`config.mk`:
```
export PLATFORM = sky130hd
export DESIGN_NAME = mux21_4_rr_arb
export DESIGN_NICKNAME = d
export VERILOG_FILES = /design/src/rtl/mux21_4_rr_arb.sv
export SDC_FILE = /design/constraint.sdc
export NUM_CORES = 1
export LEC_CHECK = 0
export BUFFER_PORTS_ARGS = -buffer_cell sky130_fd_sc_hd__buf_2
export CORE_MARGIN = 10
export CORE_UTILIZATION = 40
export DETAILED_ROUTE_END_ITERATION = 8
export HOLD_SLACK_MARGIN = 0.1
export PLACE_DENSITY = 0.64
export SYNTH_ARGS = -nofsm -noshare
export SYNTH_HDL_FRONTEND = slang
export SYNTH_SLANG_ARGS = --single-unit
```
`constraint.sdc`:
```
create_clock -name clk -period 3.4 [get_ports clk]
set_input_delay 0.17 -clock clk [delete_from_list [all_inputs] [get_ports clk]]
set_output_delay 0.17 -clock clk [all_outputs]
set_load 0.01 [all_outputs]
```
`src/rtl/mux21_4_rr_arb.sv`:
```
// Round-robin arbiter sharing one W-bit 2:1 mux between two requesters,
// with a one-entry valid/ready output register and per-requester grant counters.
module mux21_4_rr_arb #(
    parameter int W  = 4,
    parameter int CW = 8
) (
    input  logic          clk,
    input  logic          rst_n,
    input  logic          req0,
    input  logic [W-1:0]  w0,
    output logic          ack0,
    input  logic          req1,
    input  logic [W-1:0]  w1,
    output logic          ack1,
    output logic [W-1:0]  y,
    output logic          y_valid,
    input  logic          y_ready,
    output logic          s,
    output logic [CW-1:0] cnt0,
    output logic [CW-1:0] cnt1
);

    typedef enum logic {
        EMPTY = 1'b0,
        FULL  = 1'b1
    } state_t;

    state_t         state_reg, state_next;
    logic [W-1:0]   y_reg, y_next;
    logic           s_reg, s_next;
    logic           last_reg, last_next;
    logic [CW-1:0]  cnt_reg  [2];
    logic [CW-1:0]  cnt_next [2];
    logic [1:0]     req;
    logic [1:0]     ack;
    logic           free;
    logic           accept;
    logic           sel;

    assign req = {req1, req0};

    // Ties resolve against the most recent winner; last resets to 1 so
    // requester 0 wins the first contention.
    always_comb begin
        sel = 1'b0;
        if (req0 && req1) begin
            sel = ~last_reg;
        end else if (req1) begin
            sel = 1'b1;
        end
    end

    assign free   = (state_reg == EMPTY) | y_ready;
    assign accept = free & (req0 | req1);

    always_comb begin
        state_next = state_reg;
        y_next     = y_reg;
        s_next     = s_reg;
        last_next  = last_reg;
        if (accept) begin
            state_next = FULL;
            y_next     = sel ? w1 : w0;
            s_next     = sel;
            last_next  = sel;
        end else if ((state_reg == FULL) && y_ready) begin
            state_next = EMPTY;
        end
    end

    always_ff @(posedge clk or negedge rst_n) begin
        if (!rst_n) begin
            state_reg <= EMPTY;
            y_reg     <= '0;
            s_reg     <= 1'b0;
            last_reg  <= 1'b1;
        end else begin
            state_reg <= state_next;
            y_reg     <= y_next;
            s_reg     <= s_next;
            last_reg  <= last_next;
        end
    end

    generate
        for (genvar gi = 0; gi < 2; gi++) begin : g_port
            // Acks are gated by rst_n since they are combinational on req.
            assign ack[gi] = rst_n & accept & (sel == gi[0]);

            always_comb begin
                cnt_next[gi] = cnt_reg[gi];
                if (ack[gi]) begin
                    cnt_next[gi] = cnt_reg[gi] + 1'b1;
                end
            end

            always_ff @(posedge clk or negedge rst_n) begin
                if (!rst_n) begin
                    cnt_reg[gi] <= '0;
                end else begin
                    cnt_reg[gi] <= cnt_next[gi];
                end
            end
        end
    endgenerate

    assign ack0    = ack[0];
    assign ack1    = ack[1];
    assign y       = y_reg;
    assign y_valid = (state_reg == FULL);
    assign s       = s_reg;
    assign cnt0    = cnt_reg[0];
    assign cnt1    = cnt_reg[1];

endmodule

```
### Word-level counts from Yosys, hierarchy flattened

Index checks and enable logic that the tools add are counted.

| storage, ports and cells | value |
|---|---|
| bits in registers | 23 |
| bits in latches | 0 |
| RAM bits | 0 |
| ROM bits | 0 |
| input bits | 13 |
| memories | 0 |

| cells by class | value |
|---|---|
| $add $sub $neg | 2 |
| $mul | 0 |
| divide/modulo/power cells | 0 |
| order comparisons | 0 |
| equal/unequal tests | 0 |
| shift operators | 0 |
| multiplexer cells | 5 |
| bitwise gates (word level) | 9 |
| reductions and logical operators | 3 |

Operators with widths:

| operator | number |
|---|---|
| adder 8 x 1 -> 8 bit, second input constant | 2 |
| AND 1 bit | 4 |
| two-way mux 1 bit | 4 |
| two-way mux 4 bit | 1 |
| inverter 1 bit | 3 |
| logical AND 1 bit | 2 |
| OR 1 bit | 2 |
| nonzero test 2 bit | 1 |

### Depth between registers and ports, before layout

Gate-level depths: netlist of the first run.

| logic depth | value |
|---|---|
| depth in word-level cells | 5 |
| gate-level depth with buffers | 5 |
| mapped depth without buffers | 5 |

### Least setup slack after synthesis of the first run

No wires, ideal clock.

| timing | value |
|---|---|
| path kind | register -> register |
| start point | reg last_reg |
| end point | reg cnt_reg, in the netlist cnt0[7] |
| data arrival time | 1.334 ns |
| required time | 3.321 ns |
| path slack | 1.986 ns |
| cell stages (with the launch flop) | 5 |
| buffers on the path | 0 |
| cell sequence | dfstp_2 nand2b_1 nor3b_1 nor3b_1 xor2_1 |

| on the way | value |
|---|---|
| word-level cells in the longest chain between the ends | 4 |

RTL lines:

| what | RTL line | source |
|---|---|---|
| from (decl) | 31 | `logic last_reg, last_next;` |
| from (signal assigned) | 81 | `last_reg <= last_next;` |
| inverter 1 bit | 47 | `sel = ~last_reg;` |
| two-way mux 1 bit | 46 | `if (req0 && req1) begin` |
| inverter 1 bit | 88 | `assign ack[gi] = rst_n & accept & (sel == gi[0]);` |
| AND 1 bit | 88 |  |
| to (signal, indexed assignment) | 101 | `cnt_reg[gi] <= cnt_next[gi];` |
| to (decl) | 32 | `logic [CW-1:0] cnt_reg [2];` |

No other way between the ends.
A chain may end at the register's enable or synchronous reset.

### Final worst setup path of the first run

| timing | value |
|---|---|
| start point | in rst_n |
| end point | reg cnt_reg, in the netlist cnt0[7] |

| on the way | value |
|---|---|
| word-level cells in the longest chain between the ends | 2 |

RTL lines:

| what | RTL line | source |
|---|---|---|
| from (decl) | 8 | `input logic rst_n,` |
| AND 1 bit (2 in series) | 88 |  |

No other way between the ends.

==> results of run 1 <==
layer usage:
| layer | track usage [%] | part of all wire (%) | vias to the layer above |
|---|---|---|---|
| met5 | 0 | 0 | - |
| met3 | 4.408 | 9.5 | 4 |
| met1 | 10.29 | 44 | 377 |
| met4 | 3.871 | 1.6 | 0 |
| met2 | 14.71 | 45 | 28 |
| li1 | - | - | 404 |
worst reg2reg max path, cell delays in order, from the launching register on:
cell and delay (ps):
dfstp_2 580, nand2b_1 170, nor3b_1 350, nor3b_1 280
xor2_1 160
path summary, 6_finish.rpt:
| check | to | slack (ps) | depth (start not counted) |
|---|---|---|---|
| min in group asynchronous | cnt1[2] | 380 | 2 |
| min reg2reg | cnt1[7] | 480 | 1 |
| min | y_valid | 140 | 3 |
| max | cnt0[7] | 1490 | 6 |
| max in group asynchronous | y[2] | 2630 | 2 |
| max reg2reg | cnt0[7] | 1800 | 4 |
through the flow:
| stage | instances | instance area, sq um |
|---|---|---|
| 2_1_floorplan | 95 | 1065 |
| 3_3_place_gp | 161 | 1282 |
| 3_5_place_dp | 161 | 1282 |
| 4_1_cts | 166 | 1320 |
| 5_1_grt | 166 | 1320 |
| 6_report | 166 | 1320 |
cell usage after synthesis (all sizes together):
| cell | instances | area share (%) |
|---|---|---|
| nor3b | 2 | 1.4 |
| xor2 | 3 | 2.5 |
| dfstp | 1 | 2.5 |
| nor2b | 1 | 0.59 |
| and2 | 1 | 0.59 |
| inv | 5 | 1.8 |
| nand2b | 2 | 1.4 |
| a21oi | 4 | 1.9 |
| nor2 | 8 | 2.8 |
| o21ai | 2 | 0.94 |
| a21boi | 1 | 1.8 |
| dfrtp | 22 | 52 |
| nand4 | 8 | 4.7 |
| xnor2 | 11 | 9.8 |
| nor3 | 2 | 0.94 |
| mux2i | 4 | 3.8 |
| nand2 | 11 | 3.9 |
| mux2 | 1 | 1.1 |
| or3 | 2 | 1.6 |
| nand3 | 2 | 2.1 |
| ha | 2 | 2.3 |
layout make-up:
class,instances,area [sq um]
clock buffers,3,22.52
clock inverters,1,5.005
fillers,237,1180
inverters,5,18.77
multi-input cells,67,469.2
flip-flops and latches,23,576.8
well taps,30,37.54
repair buffers,37,190.2
cell families (layout without fill, tap and decap cells):
kind of cell             count (synthesis)  in the layout  share of synthesized area, %
AND/OR/NAND/NOR                         39             39                         20.10
flip-flops                              23             23                         54.17
XOR/XNOR                                14             14                         12.22
AO/OA/AOI/OAI                            7              7                         4.583
multiplexers                             5              5                         4.818
buffers and inverters                    5             46                         1.763
adder cells (fa/ha/maj)                  2              2                         2.350
power by group through the flow:
| stage | combinational, W | sequential, W | clock (W) |
|---|---|---|---|
| floorplan | 0.0000975 | 0.000437 | 0 |
| global placement | 0.000222 | 0.000414 | 0 |
| detailed placement | 0.000230 | 0.000416 | 0 |
| CTS | 0.000231 | 0.000411 | 0.000132 |
| global route | 0.000250 | 0.000425 | 0.000146 |
| finish | 0.000222 | 0.000410 | 0.000125 |
==> results.yml, run 1 <==
global_route:
  grt_pass1_wl_um: 3912
  first_global_vias: 858
  grt_overflow: 0
  grt_start_max_net_pins: 29
  antenna_found_initial: 0
  grt_use_total_pct: 9.227
critical_path:
  cp.required_ps: 3640
  slowest_delay_ps: 520
  crit_buf_inv: 2
  arrival_ps: 2140
  startpoint: "rst_n"
  cp_slowest_cell: "dlygate4sd3_1"
  crit_top_cell: "nor3b_1"
  reg2reg_from: "last_reg"
  cp_max_fo: 28
  critPathLaunchType: "primary input"
  end_kind: "flop"
  crit_chain: "dlygate4sd3_1, buf_2, nand4_1, nor3b_1, nor3b_1, xor2_1"
  path_delay_family: "buffers and inverters"
  crit_type: "in -> reg"
clock_network:
  clockBufferDepth: 2
  cts_tree: "built"
  cts.sinks: 23
  cts-root-buf: "clkbuf_4"
  hold_buffers: 1
  cts_buffers: 3
  postCtsSetupRepairBufs: 0
  clk_pin_slew_worst_paths_ps: 120
  clock_latency_ps: 310
  cts_htree_levels: 1
  cts_resized: 0
detailed_routing:
  dr.pass1.iters: 5
  drt-initial-drc-count: 32
  via_per_inst: 4.898
  drc: 0
  wirelength_um: 2242
  via_count: 813
  wire_per_inst_um: 13.51
  ant_nets: 0
sta:
  rsz0062_at_grt: "no"
  slew-limit-headroom_pct: 60.06
  fin_crit_ps: 1906
  fin_hold_ws_ps: 139.8
  hold_violations: 0
  finalMaxSlewViolations: 0
  clock_skew_ps: 6.090
  setup_viol: 0
  fin_tns_setup_ps: 0
  fmax_ghz: 0.5246
  tightestPinTransition_ps: 599.1
  fin_ws_ps: 1494
  period_share_pct: 56.06
yosys:
  yosysWarnings: 0
  ys_types: 25
  syn_area_sq_um: 1065
  synth-seq-cells: 23
  syn_nets: 110
  synth.avg_cell_area_sq_um: 11.21
  ys_seq_area_share_pct: 54.17
  postSynthCellCount: 95
power:
  power_density_nw_per_um2: 574.1
  pwr-share-clk_pct: 16.5
  p_seq_share_pct: 54.2
  p_sw_w: 0.0002686
  p_leak_nw: 0.6602
  power_w: 0.0007579
  irDropWorstVdd_uv: 327.1
  p_comb_share_pct: 29.3
  switching_share_pct: 35.45
  p_int_w: 0.0004892
floorplanning:
  ios: 37
  dieArea_sq_um: 5126
  std_cell_rows: 18
  fp.coreArea_sq_um: 2500
  start_util_pct: 42.59
  die_w_um: 71.60
  fp.dieH_um: 71.60
layout:
  layout-drive-gt1-share_pct: 34.56
  area_growth_pct: 23.97
  diodes: 0
  final_common_cell: "buf_2"
  nNetsFinal: 152
  finish.utilization_pct: 52.80
  mostFrequentLayoutCells: "buf_2, dfrtp_1, nand2_1, xnor2_1"
run:
  drv_cap: 0
placement:
  dpl_worst_slack_ps: 1670
  place_congestion: 0.7358
  hpwl_um: 1785
  portBuffers: 36
status:
  outcome: "finished clean"
hold_path:
  worst_hold_startpoint: "req1"
  hold_path_class: "in -> reg"
Power figures use the tool's default switching activity.
==> run 2: changes to the inputs <==
--- a/config.mk
+++ b/config.mk
@@ -10,7 +10,7 @@
 export CORE_UTILIZATION = 40
 export DETAILED_ROUTE_END_ITERATION = 8
 export HOLD_SLACK_MARGIN = 0.1
-export PLACE_DENSITY = 0.64
+export PLACE_DENSITY = 0.67
 export SYNTH_ARGS = -nofsm -noshare
 export SYNTH_HDL_FRONTEND = slang
 export SYNTH_SLANG_ARGS = --single-unit
==> constraint.sdc (replaced) <==
create_clock -name clk -period 1.6 [get_ports clk]
set_input_delay 0.08 -clock clk [delete_from_list [all_inputs] [get_ports clk]]
set_output_delay 0.08 -clock clk [all_outputs]
set_load 0.01 [all_outputs]
==> run 2 against run 1 <==
Total power is 120% higher. Wire length up 12%. Final area grew 12%. Cell count up 9.6%. Via count up 8.4%. Sequential power up 110%. Die area unchanged. Global-route usage is 1.1 points higher. Combinational power is 140% higher. Non-clock buffer count rose by 16. Sequential share of layout area fell by 4.8 points. Critical path type is now reg -> out. Largest power group unchanged. Highest routed layer unchanged.
==> results.yml, run 2 (synthesis results as in run 1) <==
status:
  outcome: "finished clean"
floorplanning:
  fp.coreArea_sq_um: 2500
  die_w_um: 71.60
  start_util_pct: 42.59
  ios: 37
  std_cell_rows: 18
  dieArea_sq_um: 5126
  fp.dieH_um: 71.60
sta:
  fin_tns_setup_ps: 0
  tightestPinTransition_ps: 491.9
  finalMaxSlewViolations: 0
  hold_violations: 0
  slew-limit-headroom_pct: 67.09
  period_share_pct: 95.09
  fin_crit_ps: 1521
  clock_skew_ps: 1.429
  setup_viol: 0
  fmax_ghz: 0.6573
  rsz0062_at_grt: "no"
layout:
  final_common_cell: "buf_2"
  mostFrequentLayoutCells: "buf_2, dfrtp_1, nand2_1, dlygate4sd3_1, xnor2_1"
  layout-drive-gt1-share_pct: 35.53
  area_growth_pct: 39.25
  diodes: 0
  finish.utilization_pct: 59.31
  nNetsFinal: 168
hold_path:
  hold_path_class: "in -> reg"
  hold_depth: 4
global_route:
  grt_overflow: 0
  first_global_vias: 986
  grt_pass1_wl_um: 4353
  grt_use_total_pct: 10.33
  antenna_found_initial: 0
  grt_start_max_net_pins: 14
detailed_routing:
  ant_nets: 0
  drt-initial-drc-count: 25
  via_per_inst: 4.841
  wirelength_um: 2520
  wire_per_inst_um: 13.85
  via_count: 881
  drc: 0
  dr.pass1.iters: 4
critical_path:
  critPathCapture: "ack0"
  r2r_end: "cnt0[1]"
  cp_max_fo: 3
  cp.required_ps: 1520
  startpoint: "last_reg"
  reg2reg_slack_ps: 140
  critPathLaunchType: "flop"
  crit_type: "reg -> out"
  end_kind: "output port"
  reg2reg_from: "last_reg"
  arrival_ps: 1440
  worstRegToRegCells: 5
power:
  power_w: 0.001666
  irDropWorstVdd_uv: 946.1
  p_leak_nw: 0.7364
  power_density_nw_per_um2: 1124
clock_network:
  clockBufferDepth: 2
  cts_htree_levels: 1
  cts.sinks: 23
  clock_latency_ps: 310
  cts_buffers: 3
  clk_pin_slew_worst_paths_ps: 120
  cts-root-buf: "clkbuf_4"
  cts_tree: "built"
placement:
  portBuffers: 36
  place_congestion: 0.7895
  hpwl_um: 1954
run:
  drv_cap: 0
[run 2: cell count changes in the layout (fill, tap and decap cells not counted), sizes merged]
cell / before / now
buf: 36 / 42
clkbuf: 3 / 4
clkinv: 1 / 0
dlygate4sd3: 1 / 11
[run 2: per-stage QoR]
step                instance area, sq um  worst slack [ps]  hold WS (ps)  cells
detailed placement                  1320             102.4         111.2    166
floorplan                           1065             186.4        -215.6     95
CTS                                 1464             63.38         106.1    182
global route                        1483             4.988         128.1    182
finish                              1483             78.56         118.2    182
global placement                    1320             150.6         112.3    166
[run 2: where the power goes]
part / switching (W) / internal [W]
registers: 0.000155 / 0.000718
logic: 0.000258 / 0.000266
clock network: 0.000172 / 0.0000975
total: 0.000585 / 0.00108
[run 2: how the worst min path moves through the flow]
stage | startpoint | slack [ps] | end
2_1_floorplan | rst_n | -220 | cnt0[0]
3_5_place_dp | rst_n | 110 | cnt1[7]
4_1_cts | req0 | 110 | last_reg
3_3_place_gp | rst_n | 110 | cnt1[7]
5_1_grt | req0 | 130 | last_reg
6_report | req0 | 120 | last_reg
[run 2: per-layer routing]
metal / vias to the layer above / share of wire (%) / routed length (um) / global-route usage, %
li1: 437 / - / - / -
met1: 412 / 40 / 1007 / 10.71
met2: 27 / 49 / 1245 / 17.84
met3: 5 / 9.0 / 227 / 4.683
met4: 0 / 1.5 / 39 / 3.871
met5: - / 0 / 0 / 0
[run 2: critical path, cell delays in order, from the launching register on]
cell and delay, ps:
dfstp_2 580, nand2b_4 130, buf_4 110, nand4_1 120
inv_1 90, buf_6 100
[run 2: layout make-up]
type | instances | area, sq um
fill | 214 | 1017
sequential | 23 | 576.8
multi-input combinational | 67 | 481.7
timing repair buffer | 53 | 341.6
tap | 30 | 37.54
clock buffer | 4 | 26.28
inverter | 5 | 18.77
[run 2: timing repair]
action | in CTS | in global routing
cloned | 0 | 0
pin swaps | 0 | 0
gates resized for setup | 0 | 3
setup buffers | 1 | 0
hold buffers | 11 | 0
setup endpoints to repair | 1 | 2
hold endpoints to repair | 28 | 0
